==> config.mk <==
export PLATFORM = sky130hd
export DESIGN_NAME = dds_parallel_writer_flat
export DESIGN_NICKNAME = d
export VERILOG_FILES = /design/src/rtl/dds_parallel_writer_if.sv /design/src/rtl/dds_parallel_writer.sv /design/src/flat_wrapper.sv
export SDC_FILE = /design/constraint.sdc
export NUM_CORES = 1
export LEC_CHECK = 0
export ABC_AREA = 1
export CAP_MARGIN = 15
export CORE_MARGIN = 1.5
export CORE_UTILIZATION = 50
export DETAILED_ROUTE_END_ITERATION = 8
export PLACE_DENSITY_LB_ADDON = 0.12
export REMOVE_ABC_BUFFERS = 1
export SYNTH_ARGS = -nofsm -noshare
export SYNTH_HDL_FRONTEND = slang
export SYNTH_SLANG_ARGS = --single-unit
export TNS_END_PERCENT = 10
==> constraint.sdc <==
create_clock -name CLK -period 9.45 [get_ports CLK]
set_clock_uncertainty 0.1 [all_clocks]
set_input_delay 1.4175 -clock CLK [delete_from_list [all_inputs] [get_ports CLK]]
set_output_delay 1.4175 -clock CLK [all_outputs]
set_load 0.005 [all_outputs]
==> src/rtl/dds_parallel_writer_if.sv <==
// Bundle between the DDS register slave (master side) and the AD9854 parallel writer (slave side).
// Carries the register snapshot inputs, the CEN/READY handshake and the AD9854 pins.
interface dds_parallel_writer_if;
  logic        CEN;
  logic [15:0] F1H;
  logic [31:0] F1L;
  logic [15:0] F2H;
  logic [31:0] F2L;
  logic [15:0] DFWH;
  logic [31:0] DFWL;
  logic [13:0] PTW1;
  logic [13:0] PTW2;
  logic [19:0] RAMPRATE;
  logic [2:0]  MODE;
  logic        TRAIANGLE;
  logic        PLLEN;
  logic        PLLRANGE;
  logic        OSK;
  logic [4:0]  CLKMUILT;

  logic [5:0]  DDS_A;
  logic [7:0]  DDS_D;
  logic        DDS_WRB;
  logic        DDS_RDB;
  logic        DDS_UDCLK;
  logic        BUSY;
  logic        READY;

  modport master (
    output CEN, F1H, F1L, F2H, F2L, DFWH, DFWL, PTW1, PTW2, RAMPRATE,
           MODE, TRAIANGLE, PLLEN, PLLRANGE, OSK, CLKMUILT,
    input  DDS_A, DDS_D, DDS_WRB, DDS_RDB, DDS_UDCLK, BUSY, READY
  );

  modport slave (
    input  CEN, F1H, F1L, F2H, F2L, DFWH, DFWL, PTW1, PTW2, RAMPRATE,
           MODE, TRAIANGLE, PLLEN, PLLRANGE, OSK, CLKMUILT,
    output DDS_A, DDS_D, DDS_WRB, DDS_RDB, DDS_UDCLK, BUSY, READY
  );
endinterface

==> src/rtl/dds_parallel_writer.sv <==
// Snapshots the DDS register set on CEN and writes it into the AD9854 over the parallel port,
// 29 bytes in ascending address order, then pulses I/O UD CLK and returns a one-cycle READY.
module dds_parallel_writer #(
  parameter int WR_SETUP_CYCLES = 1,
  parameter int WR_LOW_CYCLES   = 2,
  parameter int WR_HOLD_CYCLES  = 1,
  parameter int UD_CYCLES       = 4
) (
  input  logic                  CLK,
  input  logic                  RST,
  dds_parallel_writer_if.slave  bus
);

  localparam logic [7:0] SETUP_LAST = 8'(WR_SETUP_CYCLES);
  localparam logic [7:0] LOW_LAST   = 8'(WR_LOW_CYCLES);
  localparam logic [7:0] HOLD_LAST  = 8'(WR_HOLD_CYCLES);
  localparam logic [7:0] UD_LAST    = 8'(UD_CYCLES);
  localparam logic [4:0] LAST_BYTE  = 5'd28;

  typedef enum logic [2:0] {
    IDLE, SETUP, LOW, HOLD, UD, DONE, WAITREL
  } state_t;

  state_t      state_reg;
  logic [7:0]  cnt_reg;
  logic [4:0]  idx_reg;

  logic [47:0] f1_reg;
  logic [47:0] f2_reg;
  logic [47:0] dfw_reg;
  logic [13:0] ptw1_reg;
  logic [13:0] ptw2_reg;
  logic [19:0] ramp_reg;
  logic [2:0]  mode_reg;
  logic        tri_reg;
  logic        pllen_reg;
  logic        pllrange_reg;
  logic        osk_reg;
  logic [4:0]  clkm_reg;

  logic [5:0]  a_reg;
  logic [7:0]  d_reg;
  logic        wrb_reg;
  logic        udclk_reg;
  logic        busy_reg;
  logic        ready_reg;

  logic [7:0]  map_bytes [32];
  logic [4:0]  idx_sel;
  logic [5:0]  addr_sel;
  logic [7:0]  byte_sel;

  // Byte image of the shadow set, indexed by byte number n (not by chip address).
  assign map_bytes[0] = {2'b00, ptw1_reg[13:8]};
  assign map_bytes[1] = ptw1_reg[7:0];
  assign map_bytes[2] = {2'b00, ptw2_reg[13:8]};
  assign map_bytes[3] = ptw2_reg[7:0];

  genvar gi;
  generate
    for (gi = 0; gi < 6; gi++) begin : g_freq
      assign map_bytes[4 + gi]  = f1_reg[47 - 8*gi -: 8];
      assign map_bytes[10 + gi] = f2_reg[47 - 8*gi -: 8];
      assign map_bytes[16 + gi] = dfw_reg[47 - 8*gi -: 8];
    end
    for (gi = 29; gi < 32; gi++) begin : g_pad
      assign map_bytes[gi] = 8'h00;
    end
  endgenerate

  assign map_bytes[22] = {4'b0000, ramp_reg[19:16]};
  assign map_bytes[23] = ramp_reg[15:8];
  assign map_bytes[24] = ramp_reg[7:0];
  assign map_bytes[25] = 8'h10;
  assign map_bytes[26] = {1'b0, pllrange_reg, ~pllen_reg, clkm_reg};
  assign map_bytes[27] = {2'b00, tri_reg, 1'b0, mode_reg, 1'b0};
  assign map_bytes[28] = {2'b00, osk_reg, 5'b00000};

  // HOLD loads the next byte on its last edge, so look one index ahead there.
  always_comb begin
    idx_sel  = (state_reg == HOLD) ? idx_reg + 5'd1 : idx_reg;
    addr_sel = (idx_sel < 5'd22) ? {1'b0, idx_sel} : {1'b0, idx_sel} + 6'd4;
    byte_sel = map_bytes[idx_sel];
  end

  always_ff @(posedge CLK or posedge RST) begin
    if (RST) begin
      state_reg    <= IDLE;
      cnt_reg      <= 8'd0;
      idx_reg      <= 5'd0;
      f1_reg       <= 48'd0;
      f2_reg       <= 48'd0;
      dfw_reg      <= 48'd0;
      ptw1_reg     <= 14'd0;
      ptw2_reg     <= 14'd0;
      ramp_reg     <= 20'd0;
      mode_reg     <= 3'd0;
      tri_reg      <= 1'b0;
      pllen_reg    <= 1'b0;
      pllrange_reg <= 1'b0;
      osk_reg      <= 1'b0;
      clkm_reg     <= 5'd0;
      a_reg        <= 6'd0;
      d_reg        <= 8'd0;
      wrb_reg      <= 1'b1;
      udclk_reg    <= 1'b0;
      busy_reg     <= 1'b0;
      ready_reg    <= 1'b0;
    end else begin
      case (state_reg)
        IDLE: begin
          if (bus.CEN) begin
            f1_reg       <= {bus.F1H, bus.F1L};
            f2_reg       <= {bus.F2H, bus.F2L};
            dfw_reg      <= {bus.DFWH, bus.DFWL};
            ptw1_reg     <= bus.PTW1;
            ptw2_reg     <= bus.PTW2;
            ramp_reg     <= bus.RAMPRATE;
            mode_reg     <= bus.MODE;
            tri_reg      <= bus.TRAIANGLE;
            pllen_reg    <= bus.PLLEN;
            pllrange_reg <= bus.PLLRANGE;
            osk_reg      <= bus.OSK;
            clkm_reg     <= bus.CLKMUILT;
            idx_reg      <= 5'd0;
            cnt_reg      <= 8'd0;
            busy_reg     <= 1'b1;
            state_reg    <= SETUP;
          end
        end

        SETUP: begin
          // cnt_reg==0 only for byte 0: the shadow set is one edge old here.
          if (cnt_reg == 8'd0) begin
            a_reg <= addr_sel;
            d_reg <= byte_sel;
          end
          if (cnt_reg == SETUP_LAST) begin
            wrb_reg   <= 1'b0;
            cnt_reg   <= 8'd1;
            state_reg <= LOW;
          end else begin
            cnt_reg <= cnt_reg + 8'd1;
          end
        end

        LOW: begin
          if (cnt_reg == LOW_LAST) begin
            wrb_reg   <= 1'b1;
            cnt_reg   <= 8'd1;
            state_reg <= HOLD;
          end else begin
            cnt_reg <= cnt_reg + 8'd1;
          end
        end

        HOLD: begin
          if (cnt_reg == HOLD_LAST) begin
            cnt_reg <= 8'd1;
            if (idx_reg == LAST_BYTE) begin
              udclk_reg <= 1'b1;
              state_reg <= UD;
            end else begin
              idx_reg   <= idx_reg + 5'd1;
              a_reg     <= addr_sel;
              d_reg     <= byte_sel;
              state_reg <= SETUP;
            end
          end else begin
            cnt_reg <= cnt_reg + 8'd1;
          end
        end

        UD: begin
          if (cnt_reg == UD_LAST) begin
            udclk_reg <= 1'b0;
            ready_reg <= 1'b1;
            busy_reg  <= 1'b0;
            state_reg <= DONE;
          end else begin
            cnt_reg <= cnt_reg + 8'd1;
          end
        end

        DONE: begin
          ready_reg <= 1'b0;
          state_reg <= WAITREL;
        end

        WAITREL: begin
          if (!bus.CEN) begin
            state_reg <= IDLE;
          end
        end

        default: state_reg <= IDLE;
      endcase
    end
  end

  assign bus.DDS_A     = a_reg;
  assign bus.DDS_D     = d_reg;
  assign bus.DDS_WRB   = wrb_reg;
  assign bus.DDS_RDB   = 1'b1;
  assign bus.DDS_UDCLK = udclk_reg;
  assign bus.BUSY      = busy_reg;
  assign bus.READY     = ready_reg;

endmodule

==> src/flat_wrapper.sv <==
// flat-port wrapper written by rule: the top's interface ports become plain ports
module dds_parallel_writer_flat 
#(
  parameter int WR_SETUP_CYCLES = 1,
  parameter int WR_LOW_CYCLES   = 2,
  parameter int WR_HOLD_CYCLES  = 1,
  parameter int UD_CYCLES       = 4
)
  (CLK, RST, bus_CEN, bus_F1H, bus_F1L, bus_F2H, bus_F2L, bus_DFWH, bus_DFWL, bus_PTW1, bus_PTW2, bus_RAMPRATE, bus_MODE, bus_TRAIANGLE, bus_PLLEN, bus_PLLRANGE, bus_OSK, bus_CLKMUILT, bus_DDS_A, bus_DDS_D, bus_DDS_WRB, bus_DDS_RDB, bus_DDS_UDCLK, bus_BUSY, bus_READY);
  dds_parallel_writer_if bus_i ();
  input  logic CLK;
  input  logic RST;
  input wire logic [$bits(bus_i.CEN)-1:0] bus_CEN;
  input wire logic [$bits(bus_i.F1H)-1:0] bus_F1H;
  input wire logic [$bits(bus_i.F1L)-1:0] bus_F1L;
  input wire logic [$bits(bus_i.F2H)-1:0] bus_F2H;
  input wire logic [$bits(bus_i.F2L)-1:0] bus_F2L;
  input wire logic [$bits(bus_i.DFWH)-1:0] bus_DFWH;
  input wire logic [$bits(bus_i.DFWL)-1:0] bus_DFWL;
  input wire logic [$bits(bus_i.PTW1)-1:0] bus_PTW1;
  input wire logic [$bits(bus_i.PTW2)-1:0] bus_PTW2;
  input wire logic [$bits(bus_i.RAMPRATE)-1:0] bus_RAMPRATE;
  input wire logic [$bits(bus_i.MODE)-1:0] bus_MODE;
  input wire logic [$bits(bus_i.TRAIANGLE)-1:0] bus_TRAIANGLE;
  input wire logic [$bits(bus_i.PLLEN)-1:0] bus_PLLEN;
  input wire logic [$bits(bus_i.PLLRANGE)-1:0] bus_PLLRANGE;
  input wire logic [$bits(bus_i.OSK)-1:0] bus_OSK;
  input wire logic [$bits(bus_i.CLKMUILT)-1:0] bus_CLKMUILT;
  output wire logic [$bits(bus_i.DDS_A)-1:0] bus_DDS_A;
  output wire logic [$bits(bus_i.DDS_D)-1:0] bus_DDS_D;
  output wire logic [$bits(bus_i.DDS_WRB)-1:0] bus_DDS_WRB;
  output wire logic [$bits(bus_i.DDS_RDB)-1:0] bus_DDS_RDB;
  output wire logic [$bits(bus_i.DDS_UDCLK)-1:0] bus_DDS_UDCLK;
  output wire logic [$bits(bus_i.BUSY)-1:0] bus_BUSY;
  output wire logic [$bits(bus_i.READY)-1:0] bus_READY;
  assign bus_i.CEN = bus_CEN;
  assign bus_i.F1H = bus_F1H;
  assign bus_i.F1L = bus_F1L;
  assign bus_i.F2H = bus_F2H;
  assign bus_i.F2L = bus_F2L;
  assign bus_i.DFWH = bus_DFWH;
  assign bus_i.DFWL = bus_DFWL;
  assign bus_i.PTW1 = bus_PTW1;
  assign bus_i.PTW2 = bus_PTW2;
  assign bus_i.RAMPRATE = bus_RAMPRATE;
  assign bus_i.MODE = bus_MODE;
  assign bus_i.TRAIANGLE = bus_TRAIANGLE;
  assign bus_i.PLLEN = bus_PLLEN;
  assign bus_i.PLLRANGE = bus_PLLRANGE;
  assign bus_i.OSK = bus_OSK;
  assign bus_i.CLKMUILT = bus_CLKMUILT;
  assign bus_DDS_A = bus_i.DDS_A;
  assign bus_DDS_D = bus_i.DDS_D;
  assign bus_DDS_WRB = bus_i.DDS_WRB;
  assign bus_DDS_RDB = bus_i.DDS_RDB;
  assign bus_DDS_UDCLK = bus_i.DDS_UDCLK;
  assign bus_BUSY = bus_i.BUSY;
  assign bus_READY = bus_i.READY;
  dds_parallel_writer #(.WR_SETUP_CYCLES(WR_SETUP_CYCLES), .WR_LOW_CYCLES(WR_LOW_CYCLES), .WR_HOLD_CYCLES(WR_HOLD_CYCLES), .UD_CYCLES(UD_CYCLES)) u_core (.CLK(CLK), .RST(RST), .bus(bus_i));
endmodule
== Word-level counts from Yosys, hierarchy flattened ==
Index checks and enable logic that the tools add are counted.

* $add $sub $neg: 3
* $lt $le $gt $ge: 2
* Equal/unequal tests: 20
* Muxes and demuxes: 41
* Bitwise operators: 2
* Reductions and logical operators: 19

{| class="wikitable"
|+ Operator list
! operator !! number
|-
| 8-bit two-way mux || 9
|-
| 8-bit binary-select mux with 5-bit select || 1
|-
| 8-bit case mux with 4 select lines || 1
|-
| 6-bit two-way mux || 4
|-
| 3-bit two-way mux || 7
|-
| 3-bit case mux with 7 select lines || 1
|-
| 5-bit two-way mux || 4
|-
| 8-bit case mux with 2 select lines || 1
|-
| 2-bit != test (second input constant) || 6
|-
| 6-bit case mux with 2 select lines || 1
|-
| 4-bit AND reduction || 3
|-
| 2-bit nonzero test || 6
|-
| 5-bit case mux with 2 select lines || 1
|-
| 3-bit equality test (second input constant) || 3
|-
| 3-bit AND reduction || 3
|-
| 8-bit by 1-bit adder with 8-bit output (second input constant) || 1
|-
| 8-bit by 1-bit equality test with 1-bit output (second input constant) || 1
|-
| 8-bit by 2-bit equality test with 1-bit output (second input constant) || 1
|-
| 8-bit by 3-bit equality test with 1-bit output (second input constant) || 1
|-
| 8-bit logical NOT || 1
|-
| 2-bit by 1-bit != test with 1-bit output (second input constant) || 4
|-
| 1-bit case mux with 2 select lines || 4
|-
| 1-bit two-way mux || 7
|-
| 5-bit by 3-bit adder with 6-bit output (second input constant) || 1
|-
| 13 further kinds || 15
|}

* Register bits: 238

== Logic depth before layout (Yosys ltp) ==
* Depth in word-level cells: 9
* Depth in mapped cells: 17
* Gate-level depth less buffers: 15

== Worst setup path after synthesis ==
Ideal clock, no wire load.

* Path kind: input port to flip-flop
* From: in bus_CEN
* To: reg u_core.clkm_reg[4]
* Setup time: 66 ps
* Arrival time: 2169 ps
* Required time: 9284 ps
* Slack: 7115 ps
* Stages: 7
* Path buffers: 3
* Cells stage by stage: nand2_1 > inv_1 > buf_2 > buf_2 > buf_2 > nand2_1 > nand2_1

* Word-level cells in the longest chain between the ends: 1

{| class="wikitable"
|+ RTL lines
! element !! line !! source
|-
| start: declaration || flat_wrapper.sv:13 || <nowiki>input wire logic [$bits(bus_i.CEN)-1:0] bus_CEN;</nowiki>
|-
| 2-bit AND reduction (no line) || -- ||
|-
| end signal: assignment || dds_parallel_writer.sv:124 || <nowiki>clkm_reg <= bus.CLKMUILT;</nowiki>
|-
| end: declaration || dds_parallel_writer.sv:39 || <nowiki>logic [4:0] clkm_reg;</nowiki>
|}

No other way between the ends.
A chain may end at the register's enable or synchronous reset.

== Worst setup path in the final report ==
* From: in bus_CEN
* To: reg u_core.f2_reg[18]

* Word-level cells in the longest chain between the ends: 1

{| class="wikitable"
|+ RTL lines
! element !! line !! source
|-
| 2-bit AND reduction (no line) || -- ||
|-
| end signal: assignment || dds_parallel_writer.sv:114 || <nowiki>f2_reg <= {bus.F2H, bus.F2L};</nowiki>
|-
| end: declaration || dds_parallel_writer.sv:29 || <nowiki>logic [47:0] f2_reg;</nowiki>
|}

No other way between the ends.

==> results_dict.tcl <==
set metrics [dict create \
    outcome "completed" \
    dieArea_um2 24840 \
    power.total_uw 2147 \
    period_minus_slack_ns 3.840 \
    grt_pass1_vias 10460 \
    worstSetupEndpointType "flop" \
    numPortBuffers 224 \
    cts.clk_slew.worst_paths_ns 0.06 \
    drt_iter0_drc 769 \
    hold_path_class "reg -> reg" \
    r2r_start "u_core.state_reg[2]" \
    nNetsFinal 2016 \
    grt_setup_unrepaired "no" \
    overflow 0 \
    vdd_ir_drop_max_uv 115.7 \
    drt.antenna.violating_nets 0 \
    p_sw_uw 438.5 \
    start_util 0.5091 \
    antenna_found_initial 2 \
    grt_pass1_wl_um 52110 \
    die_w_um 157.6 \
    clockRootBuffer "clkbuf_16" \
    cts_max_path_buffers 3 \
    maxSlewViolCount 0 \
    postSynthCellCount 1631 \
    crit_type "in -> reg" \
    synth-compound-area-share 0.06355 \
    post_cts.repair.setup_buffers 0 \
    p_sw_frac 0.2042 \
    hpwl_um 20160 \
    async_reset_ff_frac 1.000 \
    synth_simple_gate_area_frac 0.3535 \
    combPwrFrac 0.052 \
    num_rows 56 \
    yosysSeqAreaShare 0.4985 \
    post_cts_resized 0 \
    netlist_area_um2 11950 \
    worst_ep_arrival_time_ns 4.09 \
    routed_wl_um 32250 \
    drc 0 \
    grtUsageTotal 0.2633 \
    core-area_um2 23470 \
    slew_headroom 0.3155 \
    synth-edff-count 0 \
    cp_max_fo 142 \
    gp_congestion 0.8489 \
    dr.pass1.iters 5 \
    critPathLaunch "bus_CEN" \
    postSynthAreaPerCell_um2 7.327 \
    vias 10840 \
    p_leak_uw 0.007804 \
    r2r_slack_ns 5.99 \
    ff2ff_path_depth 14 \
    avgViaCountPerCell 5.071 \
    final_layout_size_suffix_gt1_frac 0.03963 \
    clk_latency_ns 0.52 \
    grt_max_degree 143 \
    synthMuxAreaShare 0.008376 \
    synthFlopType "dfrtp_1" \
    endpoint "u_core.f2_reg[18]" \
    synth_xor_area_frac 0.0007329 \
    startpoint_type "input pin" \
    required_ns 9.70 \
    p_seq_frac 0.475 \
    tritoncts "done" \
    finalHoldViolCount 0 \
    power.density_nw_per_um2 142.0 \
    power.internal_uw 1709 \
    wl_per_cell_um 15.09 \
    max_freq_mhz 260.4 \
    ys_types 40 \
    synth_fa_ha_area_frac 0.009423 \
    clkPwrFrac 0.473 \
    r2r_end "u_core.bus.DDS_D[6]" \
    die_y_um 157.6 \
    yosys_warnings 0 \
    maxCapViolCount 0 \
    setup_tns_ns 0 \
    ys_ff_latch 238 \
    htree_levels 1 \
    io_pins 226 \
    whs_path_depth 2 \
    synth_top_family_by_area "simple AND/OR/NAND/NOR gates" \
    finalCritPeriodShare 0.4064 \
    cts_buffers 26 \
    setup_viol 0 \
    areaGrowthSynthToFinish_pct 26.57 \
    cts_num_sinks 238 \
    max_slew.worst_pin.slew_ns 1.027 \
    cts-hold-fix-buffers 0 \
]
kinds of logic (layout without fill, tap and decap cells):
kind of cell             after synthesis  after routing
AO/OA/AOI/OAI                        129            129
XOR/XNOR                               1              1
adder cells (fa/ha/maj)                9              9
buffers and inverters                184            370
flip-flops                           238            238
multiplexers                          10             10
other                                  1              3
AND/OR/NAND/NOR                     1059           1059
routing by layer:
metal,vias to the layer above,GRT usage,routed length (um)
met2,339,0.4258,15140
met4,0,0.07547,749
met5,-,0,0
met1,5058,0.3645,14410
met3,49,0.04626,1960
li1,5396,-,-
worst min path at each step:
stage | startpoint | endpoint | slack [ns]
after floorplan | u_core.ptw2_reg[0] | u_core.ptw2_reg[0] | 0.34
after global placement | u_core.dfw_reg[6] | u_core.dfw_reg[6] | 0.36
after detailed placement | u_core.ptw2_reg[1] | u_core.ptw2_reg[1] | 0.36
after CTS | u_core.ptw2_reg[3] | u_core.ptw2_reg[3] | 0.38
after global routing | u_core.ptw2_reg[2] | u_core.ptw2_reg[2] | 0.40
final | u_core.ptw2_reg[3] | u_core.ptw2_reg[3] | 0.37
critical path, cell delays in order:
cell and delay (ns):
clkdlybuf4s50_1 0.57, nand2_4 0.23, inv_6 0.73, buf_4 0.90, o21ai_0 0.20
final cells by class:
| class | instances | area [um2] |
|---|---|---|
| fillers | 2079 | 8347 |
| flip-flops and latches | 238 | 5957 |
| multi-input cells | 1209 | 5234 |
| repair buffers | 232 | 2302 |
| clock buffers | 40 | 814.5 |
| well taps | 319 | 399.1 |
| inverters | 93 | 364.1 |
| clock inverters | 5 | 50.05 |
| diodes | 2 | 5.005 |
power by group through the flow:
stage          Combinational, uW  Sequential [uW]  Clock, uW
2_1_floorplan               15.0             1040          0
3_3_place_gp                 115             1040          0
3_5_place_dp                 113             1040          0
4_1_cts                      114             1020       1030
5_1_grt                      120             1020       1070
6_report                     112             1020       1020
stage by stage:
step	area [um2]	hold WS (ns)	setup slack, ns	cells	util
floorplan	11520	0.3433	0.1861	1540	-
global placement	14260	0.3566	5.139	2091	0.6074
detailed placement	14260	0.3599	5.063	2091	0.6074
CTS	15120	0.3767	5.590	2136	0.6442
global route	15130	0.3963	5.326	2138	0.6444
finish	15130	0.3700	5.610	2138	0.6444
cells in the mapped netlist, drive strengths merged, types with 3 or more instances:
| cell type | count | area share |
|---|---|---|
| clkbuf | 42 | 0.013 |
| nand3 | 101 | 0.044 |
| nand2 | 839 | 0.27 |
| o21ai | 72 | 0.030 |
| a21oi | 13 | 0.0054 |
| nor2 | 94 | 0.030 |
| dfrtp | 237 | 0.50 |
| o22ai | 3 | 0.0016 |
| ha | 9 | 0.0094 |
| a21boi | 33 | 0.021 |
| inv | 92 | 0.029 |
| nand4 | 19 | 0.0099 |
| mux2i | 10 | 0.0084 |
| buf | 49 | 0.023 |
| nand3b | 3 | 0.0019 |
cells in the final DEF, fill, tap and decap left out, types with 3 or more instances in the layout:
cell             count
nand2_2              3
a21boi_0            33
mux2i_1             10
o22ai_1              3
inv_2                4
dfrtp_1            237
nand3_1             98
clkinv_2             4
nor2_1              92
nand2_1            832
nand3b_1             3
ha_1                 8
o21ai_0             69
clkbuf_8             9
buf_4                8
nand4_1             19
clkbuf_1             4
a21oi_1             13
inv_1               86
clkbuf_16           27
clkdlybuf4s50_1    224
nand2_4              4
Power figures use the tool's default switching activity.
